[src/rtl/turing_pkg.sv]
// Shared definitions for the single-tape unary Turing machines (adder and
// subtractor): control state encoding, head move codes, default tape width
// and the head-width helper.
package turing_pkg;

  localparam int TAPE_W_DEF = 10;

  typedef enum logic [3:0] {
    IDLE    = 4'd0,
    FIND_A  = 4'd1,
    RUN_A   = 4'd2,
    RUN_B   = 4'd3,
    ERASE_B = 4'd4,
    BACK    = 4'd5,
    SEEK_A  = 4'd6,
    FWD     = 4'd7,
    DONE    = 4'd8
  } state_t;

  typedef enum logic [1:0] {
    LEFT  = 2'd0,
    STAY  = 2'd1,
    RIGHT = 2'd2
  } move_t;

  // Width of a head index for a tape of w cells (at least one bit).
  function automatic int head_w(input int w);
    return (w > 1) ? $clog2(w) : 1;
  endfunction

endpackage

[src/rtl/turing_tape.sv]
// Tape storage and read/write head for the unary Turing machines.
// Ports:
//   clk, rstn         clock (rising edge), asynchronous active-high reset
//   i_load, i_din     load a fresh tape image and park the head at cell 0
//   i_wr, i_wdata     write i_wdata into the cell under the head
//   i_move            head move for this step (LEFT/STAY/RIGHT)
//   o_rd              bit under the head
//   o_head            head position
//   o_image           whole tape image
module turing_tape
  import turing_pkg::*;
#(
  parameter int  TAPE_W = TAPE_W_DEF,
  localparam int HW     = head_w(TAPE_W)
) (
  input  logic              clk,
  input  logic              rstn,
  input  logic              i_load,
  input  logic [TAPE_W-1:0] i_din,
  input  logic              i_wr,
  input  logic              i_wdata,
  input  move_t             i_move,
  output logic              o_rd,
  output logic [HW-1:0]     o_head,
  output logic [TAPE_W-1:0] o_image
);

  localparam logic [HW-1:0] HEAD_MAX = HW'(TAPE_W - 1);

  logic [TAPE_W-1:0] r_tape;
  logic [HW-1:0]     r_head;

  always_ff @(posedge clk or posedge rstn) begin
    if (rstn) begin
      r_tape <= '0;
      r_head <= '0;
    end else if (i_load) begin
      r_tape <= i_din;
      r_head <= '0;
    end else begin
      if (i_wr) r_tape[r_head] <= i_wdata;
      // Moves are clamped here as a last line of defence; the controller
      // already guards every move at the tape ends.
      case (i_move)
        LEFT:    if (r_head != '0)       r_head <= r_head - 1'b1;
        RIGHT:   if (r_head != HEAD_MAX) r_head <= r_head + 1'b1;
        default: ;
      endcase
    end
  end

  assign o_rd    = r_tape[r_head];
  assign o_head  = r_head;
  assign o_image = r_tape;

endmodule

[src/rtl/turing_unary_sub.sv]
// Unary subtractor Turing machine: tape holds m ones, a 0 separator, then
// n ones. Each round erases the rightmost 1 of B and then the rightmost 1
// of A, leaving m-n ones in place. Running out of A ones while B still has
// ones flags err; a step watchdog also forces DONE with err.
// Ports:
//   clk, rstn   clock (rising edge), asynchronous active-high reset
//   start, din  load din and run (accepted only in IDLE or DONE)
//   busy        machine stepping
//   done        run finished, held until the next accepted start
//   err         underflow or watchdog expiry, valid with done
//   dout        live tape image
//   head        head position
//   steps       busy cycles of the current run
module turing_unary_sub
  import turing_pkg::*;
#(
  parameter int  TAPE_W    = TAPE_W_DEF,
  parameter int  MAX_STEPS = 255,
  localparam int HW        = head_w(TAPE_W)
) (
  input  logic              clk,
  input  logic              rstn,
  input  logic              start,
  input  logic [TAPE_W-1:0] din,
  output logic              busy,
  output logic              done,
  output logic              err,
  output logic [TAPE_W-1:0] dout,
  output logic [HW-1:0]     head,
  output logic [7:0]        steps
);

  localparam logic [HW-1:0] HEAD_MAX  = HW'(TAPE_W - 1);
  localparam logic [8:0]    WD_LIMIT  = 9'(MAX_STEPS);
  localparam logic [7:0]    STEPS_SAT = 8'(MAX_STEPS);

  state_t          r_state;
  state_t          w_state_next;
  logic [HW-1:0]   r_a_start;
  logic [HW-1:0]   r_sep;
  logic [7:0]      r_steps;
  logic            r_err;

  logic            w_load;
  logic            w_wr;
  logic            w_wdata;
  move_t           w_move;
  logic            w_set_a_start;
  logic            w_set_sep;
  logic            w_err_set;
  logic            w_rd;
  logic            w_at_end;
  logic            w_wd_hit;
  logic [HW-1:0]   w_head;
  logic [TAPE_W-1:0] w_image;

  turing_tape #(.TAPE_W(TAPE_W)) u_tape (
    .clk     (clk),
    .rstn    (rstn),
    .i_load  (w_load),
    .i_din   (din),
    .i_wr    (w_wr),
    .i_wdata (w_wdata),
    .i_move  (w_move),
    .o_rd    (w_rd),
    .o_head  (w_head),
    .o_image (w_image)
  );

  assign busy     = (r_state != IDLE) && (r_state != DONE);
  assign done     = (r_state == DONE);
  assign err      = r_err;
  assign dout     = w_image;
  assign head     = w_head;
  assign steps    = r_steps;
  assign w_at_end = (w_head == HEAD_MAX);
  // The busy cycle that would bring steps up to the limit is the last one.
  assign w_wd_hit = busy && (({1'b0, r_steps} + 9'd1) >= WD_LIMIT);

  always_ff @(posedge clk or posedge rstn) begin
    if (rstn) begin
      r_state   <= IDLE;
      r_a_start <= '0;
      r_sep     <= '0;
      r_steps   <= '0;
      r_err     <= 1'b0;
    end else begin
      r_state <= w_state_next;
      if (w_set_a_start) r_a_start <= w_head;
      if (w_set_sep)     r_sep     <= w_head;
      if (w_load) begin
        r_steps <= '0;
        r_err   <= 1'b0;
      end else begin
        if (busy && (r_steps != STEPS_SAT)) r_steps <= r_steps + 8'd1;
        if (w_err_set) r_err <= 1'b1;
      end
    end
  end

  always_comb begin
    w_state_next  = r_state;
    w_load        = 1'b0;
    w_wr          = 1'b0;
    w_wdata       = 1'b0;
    w_move        = STAY;
    w_set_a_start = 1'b0;
    w_set_sep     = 1'b0;
    w_err_set     = 1'b0;

    case (r_state)
      IDLE, DONE: begin
        if (start) begin
          w_load       = 1'b1;
          w_state_next = FIND_A;
        end
      end
      FIND_A: begin
        if (w_rd) begin
          w_set_a_start = 1'b1;
          w_state_next  = RUN_A;
        end else if (w_at_end) begin
          w_state_next = DONE;
        end else begin
          w_move = RIGHT;
        end
      end
      RUN_A: begin
        if (w_rd) begin
          if (w_at_end) w_state_next = DONE;
          else          w_move       = RIGHT;
        end else begin
          w_set_sep = 1'b1;
          if (w_at_end) begin
            w_state_next = DONE;
          end else begin
            w_move       = RIGHT;
            w_state_next = RUN_B;
          end
        end
      end
      RUN_B: begin
        if (w_rd) begin
          if (!w_at_end) begin
            w_move = RIGHT;
          end else begin
            // B reaches the last cell: erase it here, no ERASE_B visit.
            w_wr         = 1'b1;
            w_move       = LEFT;
            w_state_next = BACK;
          end
        end else if (w_head == r_sep + 1'b1) begin
          w_state_next = DONE;
        end else begin
          w_move       = LEFT;
          w_state_next = ERASE_B;
        end
      end
      ERASE_B: begin
        w_wr         = 1'b1;
        w_move       = LEFT;
        w_state_next = BACK;
      end
      BACK: begin
        w_move = LEFT;
        if (w_head == r_sep) w_state_next = SEEK_A;
      end
      SEEK_A: begin
        if (w_rd) begin
          w_wr         = 1'b1;
          w_move       = RIGHT;
          w_state_next = FWD;
        end else if (w_head == r_a_start) begin
          w_err_set    = 1'b1;
          w_state_next = DONE;
        end else begin
          w_move = LEFT;
        end
      end
      FWD: begin
        w_move = RIGHT;
        if (w_head == r_sep) w_state_next = RUN_B;
      end
      default: w_state_next = IDLE;
    endcase

    // Watchdog overrides whatever the machine wanted to do on this step.
    if (w_wd_hit) begin
      w_state_next = DONE;
      w_err_set    = 1'b1;
      w_wr         = 1'b0;
      w_move       = STAY;
    end
  end

endmodule

[config.mk]
export PLATFORM = sky130hd
export DESIGN_NAME = turing_unary_sub
export DESIGN_NICKNAME = d
export VERILOG_FILES = /design/src/rtl/turing_pkg.sv /design/src/rtl/turing_tape.sv /design/src/rtl/turing_unary_sub.sv
export SDC_FILE = /design/constraint.sdc
export NUM_CORES = 1
export LEC_CHECK = 0
export ABC_AREA = 1
export BUFFER_PORTS_ARGS = -buffer_cell sky130_fd_sc_hd__clkbuf_2
export CORE_MARGIN = 3
export CORE_UTILIZATION = 30
export CTS_CLUSTER_SIZE = 28
export DETAILED_ROUTE_END_ITERATION = 16
export HOLD_SLACK_MARGIN = 0.12
export REMOVE_ABC_BUFFERS = 1
export SYNTH_ARGS = -nofsm -noshare
export SYNTH_HDL_FRONTEND = slang
export SYNTH_SLANG_ARGS = --single-unit
[constraint.sdc]
create_clock -name clk -period 2.65 [get_ports clk]
set_input_delay 0.265 -clock clk [delete_from_list [all_inputs] [get_ports clk]]
set_output_delay 0.265 -clock clk [all_outputs]
set_load 0.01 [all_outputs]
==> results of run 1 <==
## sequential cells by signal (all words and copies together) (netlist names)
name and count:
r_a_start 4, err 1, u_tape.o_head 4, r_state 4, r_sep 4, steps 8, u_tape.o_image 10
## Yosys cell counts, drive strengths merged
cell type / n / area [sq um]
nand2: 132 / 558
inv: 53 / 204
o21ai: 40 / 238
dfrtp: 35 / 876
nor2: 28 / 148
nand3: 23 / 138
a21oi: 19 / 98.9
nor3: 8 / 45.0
buf: 7 / 67.6
nand4: 7 / 43.8
ha: 5 / 62.6
xnor2: 5 / 43.8
xor2: 4 / 35.0
nand3b: 3 / 26.3
o211ai: 2 / 15.0
o31ai: 2 / 15.0
clkbuf: 1 / 3.75
fa: 1 / 20.0
o21bai: 1 / 7.51
o22ai: 1 / 6.26
o311ai: 1 / 8.76
or2: 1 / 8.76
## metrics by stage
stage                     cells  instance area [sq um]
after floorplan             371                   2600
after global placement      535                   3080
after detailed placement    535                   3080
after CTS                   543                   3180
after global routing        550                   3300
final                       550                   3300
## power breakdown
group	internal, mW	total [mW]	switching (mW)
sequential	0.779	1.07	0.292
clock	0.204	0.408	0.204
combinational	1.19	2.93	1.74
## area by class of cell
| class | instances | area share [%] |
|---|---|---|
| Sequential cell | 35 | 26.7 |
| Timing Repair Buffer | 67 | 12.6 |
| Inverter | 53 | 6.18 |
| Clock buffer | 6 | 2.50 |
| Multi-Input combinational cell | 283 | 47.9 |
| Clock inverter | 1 | 0.152 |
| Tap cell | 105 | 3.98 |
## logic make-up (layout without fill, tap and decap cells)
| kind of cell | after synthesis | in the layout | synth area share, % |
|---|---|---|---|
| xor+xnor | 9 | 9 | 2.95 |
| flops | 35 | 35 | 32.8 |
| fa+ha+maj | 6 | 6 | 3.09 |
| compound gates | 66 | 66 | 14.6 |
| buf+inv | 61 | 127 | 10.3 |
| simple gates | 202 | 202 | 36.2 |
## critical path: stages, from the launching register on
cell and delay, ns:
dfrtp_2 0.47, buf_6 0.15, o21ai_2 0.12, nand4_1 0.17, nand3_4 0.20, nand2_4 0.08, nor2_4 0.13, nor2_2 0.05
nand2_4 0.07, nand2_4 0.08, ha_4 0.29, nand3_1 0.08, nand2_1 0.08, xor2_1 0.18, inv_1 0.06, nand2_1 0.07
nand2_1 0.05, nand3_1 0.07, nand2_1 0.05
## path summary, 6_finish.rpt
kind,depth (start not counted),startpoint,to,slack [ns]
worst max-delay path,18,u_tape.o_head[0]$_DFFE_PP0P_,u_tape.o_head[3]$_DFFE_PP0P_,0.09
worst min-delay path,5,din[4],u_tape.o_image[4]$_DFFE_PP0P_,0.27
worst max register to register,18,u_tape.o_head[0]$_DFFE_PP0P_,u_tape.o_head[3]$_DFFE_PP0P_,0.09
worst min register to register,2,r_a_start[0]$_DFFE_PP0P_,r_a_start[0]$_DFFE_PP0P_,0.50
max in group asynchronous,4,rstn,u_tape.o_head[0]$_DFFE_PP0P_,1.69
min in group asynchronous,4,rstn,steps[2]$_DFFE_PP0P_,0.61
## routing by layer
metal	up-vias	global-route usage (%)	part of all wire, %
met3	15	2.78	4.6
li1	1345	-	-
met1	1264	19.1	46
met5	-	0	0
met2	65	23.4	47
met4	0	4.97	2.2
## timing repair
| item | CTS | global route |
|---|---|---|
| setup endpoints to repair | 1 | 3 |
| hold buffers | 1 | 0 |
| hold endpoints to repair | 35 | 0 |
| buffers inserted | 0 | 7 |
| gates cloned | 0 | 0 |
| pin swaps | 0 | 6 |
| gates resized for setup | 1 | 18 |
==> run metrics, run 1 <==
kind of path behind the tightest hold check in2reg; total of flip-flops plus latches after synthesis 35; P per Cell Area 1340 nW/um^2; max-cap check violation count 0; row cnt 33; count of yosys warnings during synthesis 0; area growth from synthesis to layout 23.6%; area taken by flip-flops and latches between 800 and 900 sq um; final worst path period share 96.8%; DRC violation count after routing 0; setup-violating endpoint count in the final report 0; run status completed; RSZ-0062 raised after global routing true; number of global-route vias before repair 2524; I/O Buffers 37; Max-slew headroom 60.4%; count of different cell masters after synthesis 38; actual transition at the worst max-transition pin 0.592 ns; post-CTS clock slew at the launch and capture registers of the worst setup and hold paths 0.08 ns; data arrival time of the critical path between 2 and 3 ns; I/O pin total 38; Lkg Pwr 1.72 nW; post-route setup slack 0.0860 ns; crit path time final 2.56 ns; clock latency at the later pin of the worst-skew pair 0.29 ns; area of the core about 8400 sq um; post-synthesis instance area 2670 sq um; DR pass1 iterations 4; wire length per cell approximately 13 microns; proportion of synthesized chip area in sequential cells 32.8%; type of destination of the critical path register; Routed Antenna Nets 0; leading cell types in the layout, fill and taps excluded nand2_1, inv_1, clkbuf_2; top achievable clock speed approximately 390 MHz; maximum number of pins on one net before global-route repair 36; Crit Path Max Fanout 7; clock tree sinks 35; post-detailed-routing wire length 7360 microns; Fin Clk Skew between 0.004 and 0.005 ns; die height 100 microns; global-route wire length before repair around 12000 microns; residual overflow from global routing 0; number of slew-limit violations in the final report 0; critical path required time 2.84 ns; mean area per synthesized cell 7.04 sq um; Post-Syn Instances 379; CTS Buf Count 5; clock tree root buffer cell clkbuf_8; Final Net Count 464; Hold Worst Slack about 0.27 ns; global-route total usage across every layer 14.4%; kind of critical path reg2reg; gp weighted congestion 0.927; diodes inserted 0; total negative setup slack 0 ns; final design utilization 39.2%; Total Die Area ~10000 sq um; multi-input gate area in the final layout roughly 1600 sq um; total via count after detailed routing 2689; number of antenna violations at the first check in global routing 0; post-place setup slack -0.0103 ns; depth of the CTS H-tree 2; most frequent standard cell in the layout excluding fill and tap cells nand2_1; number of DRC markers in iteration 0 around 110; HPWL reported at the end of detailed placement 5470 microns; count of filler cells inserted in the layout 905; horizontal extent of the die 100 microns; initial cell density of the core 31.7%; via/cell ratio around 4.9; hold violation count in the final report 0; TritonCTS clock tree built; layout cells sized above 1 between 20 and 30%; maximum clock insertion buffer count 2; Power, Total 4.41 mW; peak ir drop on the vdd network around 0.66 mV; kind of launch point of the worst setup path register
(Power assumes the default switching activity.)
==> inputs of run 2 (changes only) <==
--- a/config.mk
+++ b/config.mk
@@ -5,13 +5,13 @@
 export SDC_FILE = /design/constraint.sdc
 export NUM_CORES = 1
 export LEC_CHECK = 0
-export ABC_AREA = 1
 export BUFFER_PORTS_ARGS = -buffer_cell sky130_fd_sc_hd__clkbuf_2
 export CORE_MARGIN = 3
-export CORE_UTILIZATION = 30
+export CORE_UTILIZATION = 45
 export CTS_CLUSTER_SIZE = 28
 export DETAILED_ROUTE_END_ITERATION = 16
 export HOLD_SLACK_MARGIN = 0.12
+export PLACE_DENSITY = 0.68
 export REMOVE_ABC_BUFFERS = 1
 export SYNTH_ARGS = -nofsm -noshare
 export SYNTH_HDL_FRONTEND = slang
==> run 2 against run 1 <==
The flow now finishes with violations (negative setup slack). Utilization up 26 points. Register-to-register slack got worse by 0.35 ns. Global-route usage increased by 7.6 points. Largest cell class unchanged. Largest power group unchanged. Highest routed layer unchanged.
==> run metrics, run 2 <==
hold violation count in the final report 0; diodes inserted 0; kind of critical path reg2reg; setup-violating endpoint count in the final report 4; most frequent cell on the critical path mux2_4; actual transition at the worst max-transition pin roughly 0.60 ns; max incr delay on CP 0.44 ns; Lkg Pwr 1.57 nW; GR met3 Demand/Resource 3.59%; top achievable clock speed between 300 and 400 MHz; dominant combinational cell family by area after synthesis simple AND/OR/NAND/NOR gates; Final Net Count 385; area growth from synthesis to layout 37.4%; number of slew-limit violations in the final report 0; wire length per cell 15.2 microns; final design utilization between 60 and 70%; Adder-Cell Fraction of Synth Area about 3.3%; DRC violation count after routing 0; gp weighted congestion 0.887; met2 layer usage reported by global route 36.3%; post-synth top area share 35.3%; leading cell types in the layout, fill and taps excluded buf_4, clkbuf_2, dfrtp_1; most heavily used metal layer in global routing met2; type of destination of the critical path register; kind of launch point of the worst setup path register; Total Die Area 6440 sq um; I/O Buffers 37; power share of the clock group 7.3%; leading cell types by count after synthesis dfrtp_1, nand2_1, nor2_1, o21ai_0, clkbuf_1; initial cell density of the core 47.7%; Max-slew headroom between 60% and 70%; depth of the CTS H-tree 2; number of flip-flops in the largest register 10; cell types occupying the most area after synthesis dfrtp_1, mux2_2, xor2_1; cell-internal power slightly below 3 mW; post-route setup slack -0.263 ns; sequential fraction of design power 19.3%; RSZ-0062 raised after global routing true; met1 Track Usage GR 29.4%; total negative setup slack -0.450 ns; die height 80.3 microns; total of flip-flops plus latches after synthesis 35; area of the core 5200 sq um; area fraction in compound gates after synthesis 19.4%; post-synthesis instance area around 2500 sq um; horizontal extent of the die 80.3 microns; Routed Antenna Nets 0; TritonCTS clock tree built; number of cells on the worst reg-to-reg path 13; proportion of synthesized chip area in sequential cells between 30% and 40%; net switching power 2.23 mW; xor and xnor fraction of the mapped netlist area under 10%; Fin Clk Skew around 0.0048 ns; global-route total usage across every layer 22.0%; cell depth of the worst hold path 2; maximum clock insertion buffer count 2; number of DRC markers in iteration 0 129; maximum number of pins on one net before global-route repair 36; cell with the largest stage delay on the worst path dfrtp_2; data arrival time of the critical path 3.09 ns; fraction of synthesis flops using an asynchronous set or reset pin between 90% and 100%; crit path time final around 2.9 ns; most repeated cell in the gate-level netlist after synthesis dfrtp_1; clock tree root buffer cell clkbuf_8; EDFF count, synth 0; CTS Buf Count 5; max-cap check violation count 0; number of antenna violations at the first check in global routing 0; final worst path period share 110%; global-route wire length before repair 11100 microns; P per Cell Area 1530 nW/um^2; clock tree sinks 35; count of filler cells inserted in the layout 437; setup slack on the worst flop-to-flop path -0.26 ns; Crit Path Max Fanout 4; peak ir drop on the vdd network 0.733 mV; switching part of the total 42.8%; Post-Syn Instances 270; violations in the final reports negative setup slack; CP Cell Sequence mux2_4 -> a222oi_1 -> buf_4 -> and4_4 -> o221a_4 -> nand2_4 -> ha_4 -> a21o_1 -> a21oi_2 -> nor2b_1 -> o21ai_1 -> nand4_1 -> mux2_4; residual overflow from global routing 0; FF-to-FF Start u_tape.o_head[1]$_DFFE_PP0P_; endpoint of the worst register-to-register path u_tape.o_head[3]$_DFFE_PP0P_; count of yosys warnings during synthesis 0; area fraction in and, or, nand and nor cells after synthesis 21.9%; layout cells sized above 1 40.3%; post-synthesis cell type with the largest combined area dfrtp_1; number of global-route vias before repair between 2000 and 2500; combinational share of power 73.4%; count of different cell masters after synthesis 60; DR pass1 iterations 5; multiplexer fraction of the synthesized cell area under 10%; post-detailed-routing wire length 6650 microns; I/O pin total 38; HPWL reported at the end of detailed placement 4960 microns; kind of path behind the tightest hold check in2reg; post-CTS clock slew at the launch and capture registers of the worst setup and hold paths 0.07 ns; top_reg_cell synth dfrtp_1; run status complete, but fails checks; most frequent standard cell in the layout excluding fill and tap cells buf_4; Hold Path Origin din[8]; endpoint of the worst hold-timing path u_tape.o_image[8]$_DFFE_PP0P_; total via count after detailed routing 2440; critical path required time around 2.8 ns; clock latency at the later pin of the worst-skew pair 0.29 ns; row cnt 26; via/cell ratio 5.58; mean area per synthesized cell 9.19 sq um
run 2: cell count changes after synthesis, moves of 10 or more:
cell	before	now
o21ai_0	28	18
a21oi_1	18	5
nand2_1	115	20
clkbuf_1	1	13
o21ai_2	10	0
mux2_2	0	11
nand2_2	13	0
inv_1	47	8
nand3_1	20	4
run 2: per-layer routing:
layer / wire length, microns / share of wire [%] / vias up
li1: - / - / 1187
met1: 3020 / 45 / 1175
met2: 3170 / 48 / 70
met3: 358 / 5.4 / 8
met4: 91 / 1.4 / 0
met5: 0 / 0 / -
run 2: area by class of cell:
| type | instances | area, sq um | area share (%) |
|---|---|---|---|
| Inverter | 8 | 30.0 | 0.881 |
| Sequential cell | 35 | 877 | 25.7 |
| Multi-Input combinational cell | 210 | 1610 | 47.3 |
| Tap cell | 70 | 87.6 | 2.57 |
| Clock buffer | 7 | 76.3 | 2.24 |
| Clock inverter | 1 | 5.00 | 0.147 |
| Timing Repair Buffer | 106 | 721 | 21.1 |
run 2: worst max path at each step:
stage | startpoint | endpoint | slack (ns)
after detailed placement | u_tape.o_head[1]$_DFFE_PP0P_ | u_tape.o_head[3]$_DFFE_PP0P_ | -0.49
after global placement | u_tape.o_head[1]$_DFFE_PP0P_ | u_tape.o_head[3]$_DFFE_PP0P_ | -0.39
after floorplan | u_tape.o_head[1]$_DFFE_PP0P_ | u_tape.o_head[3]$_DFFE_PP0P_ | -0.92
after global routing | u_tape.o_head[1]$_DFFE_PP0P_ | u_tape.o_head[3]$_DFFE_PP0P_ | -0.40
after CTS | u_tape.o_head[1]$_DFFE_PP0P_ | u_tape.o_head[3]$_DFFE_PP0P_ | -0.32
final | u_tape.o_head[1]$_DFFE_PP0P_ | u_tape.o_head[3]$_DFFE_PP0P_ | -0.26
run 2: metrics by stage:
stage	cells	power, mW	setup slack, ns	hold WS (ns)	area, sq um
2_1_floorplan	253	2.98	-0.917	0.405	2400
4_1_cts	437	5.05	-0.319	0.190	3340
5_1_grt	437	5.65	-0.401	0.197	3410
3_3_place_gp	424	4.28	-0.388	0.373	3150
6_report	437	5.21	-0.263	0.197	3410
3_5_place_dp	424	4.36	-0.490	0.385	3150
run 2: power by group through the flow:
stage | Clock (mW) | Combinational, mW | Sequential [mW]
after floorplan | 0 | 1.80 | 1.19
after global placement | 0 | 3.29 | 0.997
after detailed placement | 0 | 3.36 | 1.00
after CTS | 0.391 | 3.67 | 0.995
after global routing | 0.411 | 4.21 | 1.03
final | 0.381 | 3.82 | 1.00
run 2: cells by family (layout without fill, tap and decap cells):
family	after synthesis	count (layout)
and+or+nand+nor	100	100
AOI/OAI and AO/OA	65	65
DFF	35	35
buffers and inverters	25	122
muxes	21	21
xor gates and xnor gates	18	18
adders and majority gates	6	6
run 2: worst max-delay path: cells and delay by family, from the launching register on:
kind / cells / cell delay, ns
compound gates: 5 / 0.90
fa+ha+maj: 1 / 0.22
buf+inv: 1 / 0.18
flops: 1 / 0.44
mux: 2 / 0.57
simple gates: 4 / 0.47
run 2: repair_timing:
item | in CTS | in global routing
hold buffers | 1 | 0
resized for setup | 15 | 13
endpoints found under the setup margin | 6 | 10
pin swaps | 10 | 10
buffers inserted | 4 | 0
endpoints found under the hold margin | 35 | 0
==> inputs of run 3 (changes only) <==
--- a/config.mk
+++ b/config.mk
@@ -6,6 +6,7 @@
 export NUM_CORES = 1
 export LEC_CHECK = 0
 export BUFFER_PORTS_ARGS = -buffer_cell sky130_fd_sc_hd__clkbuf_2
+export CORE_ASPECT_RATIO = 0.7
 export CORE_MARGIN = 3
 export CORE_UTILIZATION = 45
 export CTS_CLUSTER_SIZE = 28
==> run 3 against run 2 <==
The flow still finishes with violations (negative setup slack). Cell area down 1.7%. Worst setup slack worse by 0.065 ns. Routed wire length up 10%. Worst hold slack better by 0.018 ns. Global-route usage up 2.4 points. Power up 1.1%. Sequential share of layout area up 0.43 points. Non-clock buffer count down 4. Critical path depth unchanged. Sequential cell count unchanged. Die area up 0.22%. Critical endpoint unchanged. Largest cell class unchanged. Largest power group unchanged. Highest routed layer unchanged.
==> run metrics, run 3 (same netlist as run 2, synthesis figures left out) <==
maximum number of pins on one net before global-route repair 36; final worst path period share 112%; Hold Worst Slack 0.215 ns; hold violation count in the final report 0; number of slew-limit violations in the final report 0; layout cells sized above 1 about two fifths; number of flip-flops in the largest register 10; run status complete, but fails checks; number of global-route vias before repair roughly 2400; actual transition at the worst max-transition pin a little under 0.6 ns; endpoint of the worst register-to-register path u_tape.o_head[3]$_DFFE_PP0P_; setup-violating endpoint count in the final report 4; CTS Buf Count 5; area of the core 5040 sq um; TritonCTS clock tree built; number of cells on the worst reg-to-reg path 13; FF-to-FF Start u_tape.o_head[1]$_DFFE_PP0P_; number of DRC markers in iteration 0 about 170; HPWL reported at the end of detailed placement 5500 microns; top achievable clock speed 336 MHz; Layout Cells excl Fill between 400 and 500; P per Cell Area 1570 nW/um^2; number of antenna violations at the first check in global routing 0; area growth from synthesis to layout 35.1%; row cnt 21; Routed Antenna Nets 0; clock tree sinks 35; post-route setup slack -0.328 ns; RSZ-0062 raised after global routing true; gp weighted congestion approximately 0.89; horizontal extent of the die 94.8 microns; critical path required time between 2 and 3 ns; total via count after detailed routing 2444; I/O Buffers 37; peak ir drop on the vdd network 0.682 mV; setup slack on the worst flop-to-flop path -0.33 ns; max-cap check violation count 0; type of destination of the critical path register; launching instance or port of the critical path u_tape.o_head[1]$_DFFE_PP0P_; clock latency at the later pin of the worst-skew pair 0.29 ns; diodes inserted 0; leading cell types in the layout, fill and taps excluded buf_4, clkbuf_2, dfrtp_1; I/O pin total 38; maximum clock insertion buffer count 2; DRC violation count after routing 0; Lkg Pwr 1.54 nW; kind of path behind the tightest hold check in2reg; Max-slew headroom 61.2%; kind of launch point of the worst setup path register; post-detailed-routing wire length 7330 microns; post-CTS clock slew at the launch and capture registers of the worst setup and hold paths 0.07 ns; residual overflow from global routing 0; clock tree root buffer cell clkbuf_8; kind of critical path reg2reg; data arrival time of the critical path between 3 and 4 ns; post-placement cell count 420; wire length per cell 17.0 microns; CP Capture Point u_tape.o_head[3]$_DFFE_PP0P_; die height 68.1 microns; crit path time final 2.98 ns; global-route total usage across every layer 24.4%; violations in the final reports negative setup slack; Fin Clk Skew approximately 0.0063 ns; Crit Path Max Fanout 5; via/cell ratio 5.66; count of filler cells inserted in the layout between 400 and 500; depth of the CTS H-tree 2; most frequent standard cell in the layout excluding fill and tap cells buf_4; Final Net Count between 300 and 400; global-route wire length before repair 12000 microns; initial cell density of the core 49.2%; DR pass1 iterations 5; Total Die Area 6450 sq um
-- run 3: routing by layer --
metal | up-vias | routed length, microns | GRT usage [%]
met5 | - | 0 | 0
met3 | 10 | 594 | 5.60
met4 | 0 | 72 | 6.29
met1 | 1159 | 3540 | 35.2
met2 | 92 | 3120 | 37.0
li1 | 1183 | - | -
-- run 3: per-stage QoR --
step	cell area [sq um]	util [%]	worst slack [ns]	TNS, ns	total power, mW
floorplan	2400	-	-0.917	-3.03	2.98
global placement	3130	62.0	-0.425	-0.770	4.31
detailed placement	3130	62.0	-0.527	-1.19	4.41
CTS	3300	65.4	-0.262	-0.294	5.07
global route	3350	66.5	-0.465	-1.23	5.68
finish	3350	66.5	-0.328	-0.569	5.26
-- run 3: critical path, cell delays in order, from the launching register on --
cell and delay, ns:
dfrtp_2 0.45, mux2_4 0.30, a222oi_1 0.34, buf_4 0.19, and4_4 0.21, o221a_4 0.20, nand2_4 0.07, buf_6 0.16
ha_4 0.26, a21oi_2 0.05, buf_4 0.14, o211ai_1 0.10, nand4_1 0.11, mux2_4 0.26
-- run 3: area by class of cell --
class                   instances  area [sq um]  area share [%]
flip-flops and latches         35           877            26.2
clock inverters                 2          12.5           0.373
clock buffers                   6          72.6            2.16
multi-input cells             210          1600            47.6
repair buffers                102           679            20.3
inverters                       8          30.0           0.896
well taps                      69          86.3            2.57
-- run 3: repair_timing --
action,CTS,global route
hold buffers,1,0
endpoints found under the hold margin,35,0
pin swaps,8,6
setup endpoints to repair,5,7
buffers inserted,3,0
resized for setup,12,9
-- run 3: how the worst min path moves through the flow --
| stage | startpoint | to | slack (ns) | cells after the start |
|---|---|---|---|---|
| after floorplan | din[9] | u_tape.o_image[9]$_DFFE_PP0P_ | 0.40 | 1 |
| after global placement | rstn | steps[5]$_DFFE_PP0P_ | 0.37 | 3 |
| after detailed placement | rstn | steps[0]$_DFFE_PP0P_ | 0.37 | 3 |
| after CTS | din[1] | u_tape.o_image[1]$_DFFE_PP0P_ | 0.21 | 2 |
| after global routing | din[0] | u_tape.o_image[0]$_DFFE_PP0P_ | 0.20 | 2 |
| final | din[1] | u_tape.o_image[1]$_DFFE_PP0P_ | 0.21 | 2 |
-- run 3: where the power goes --
group	internal, mW	leakage, nW	switching, mW
clock network	0.184	0.0412	0.199
logic	1.97	1.07	1.91
registers	0.786	0.438	0.219
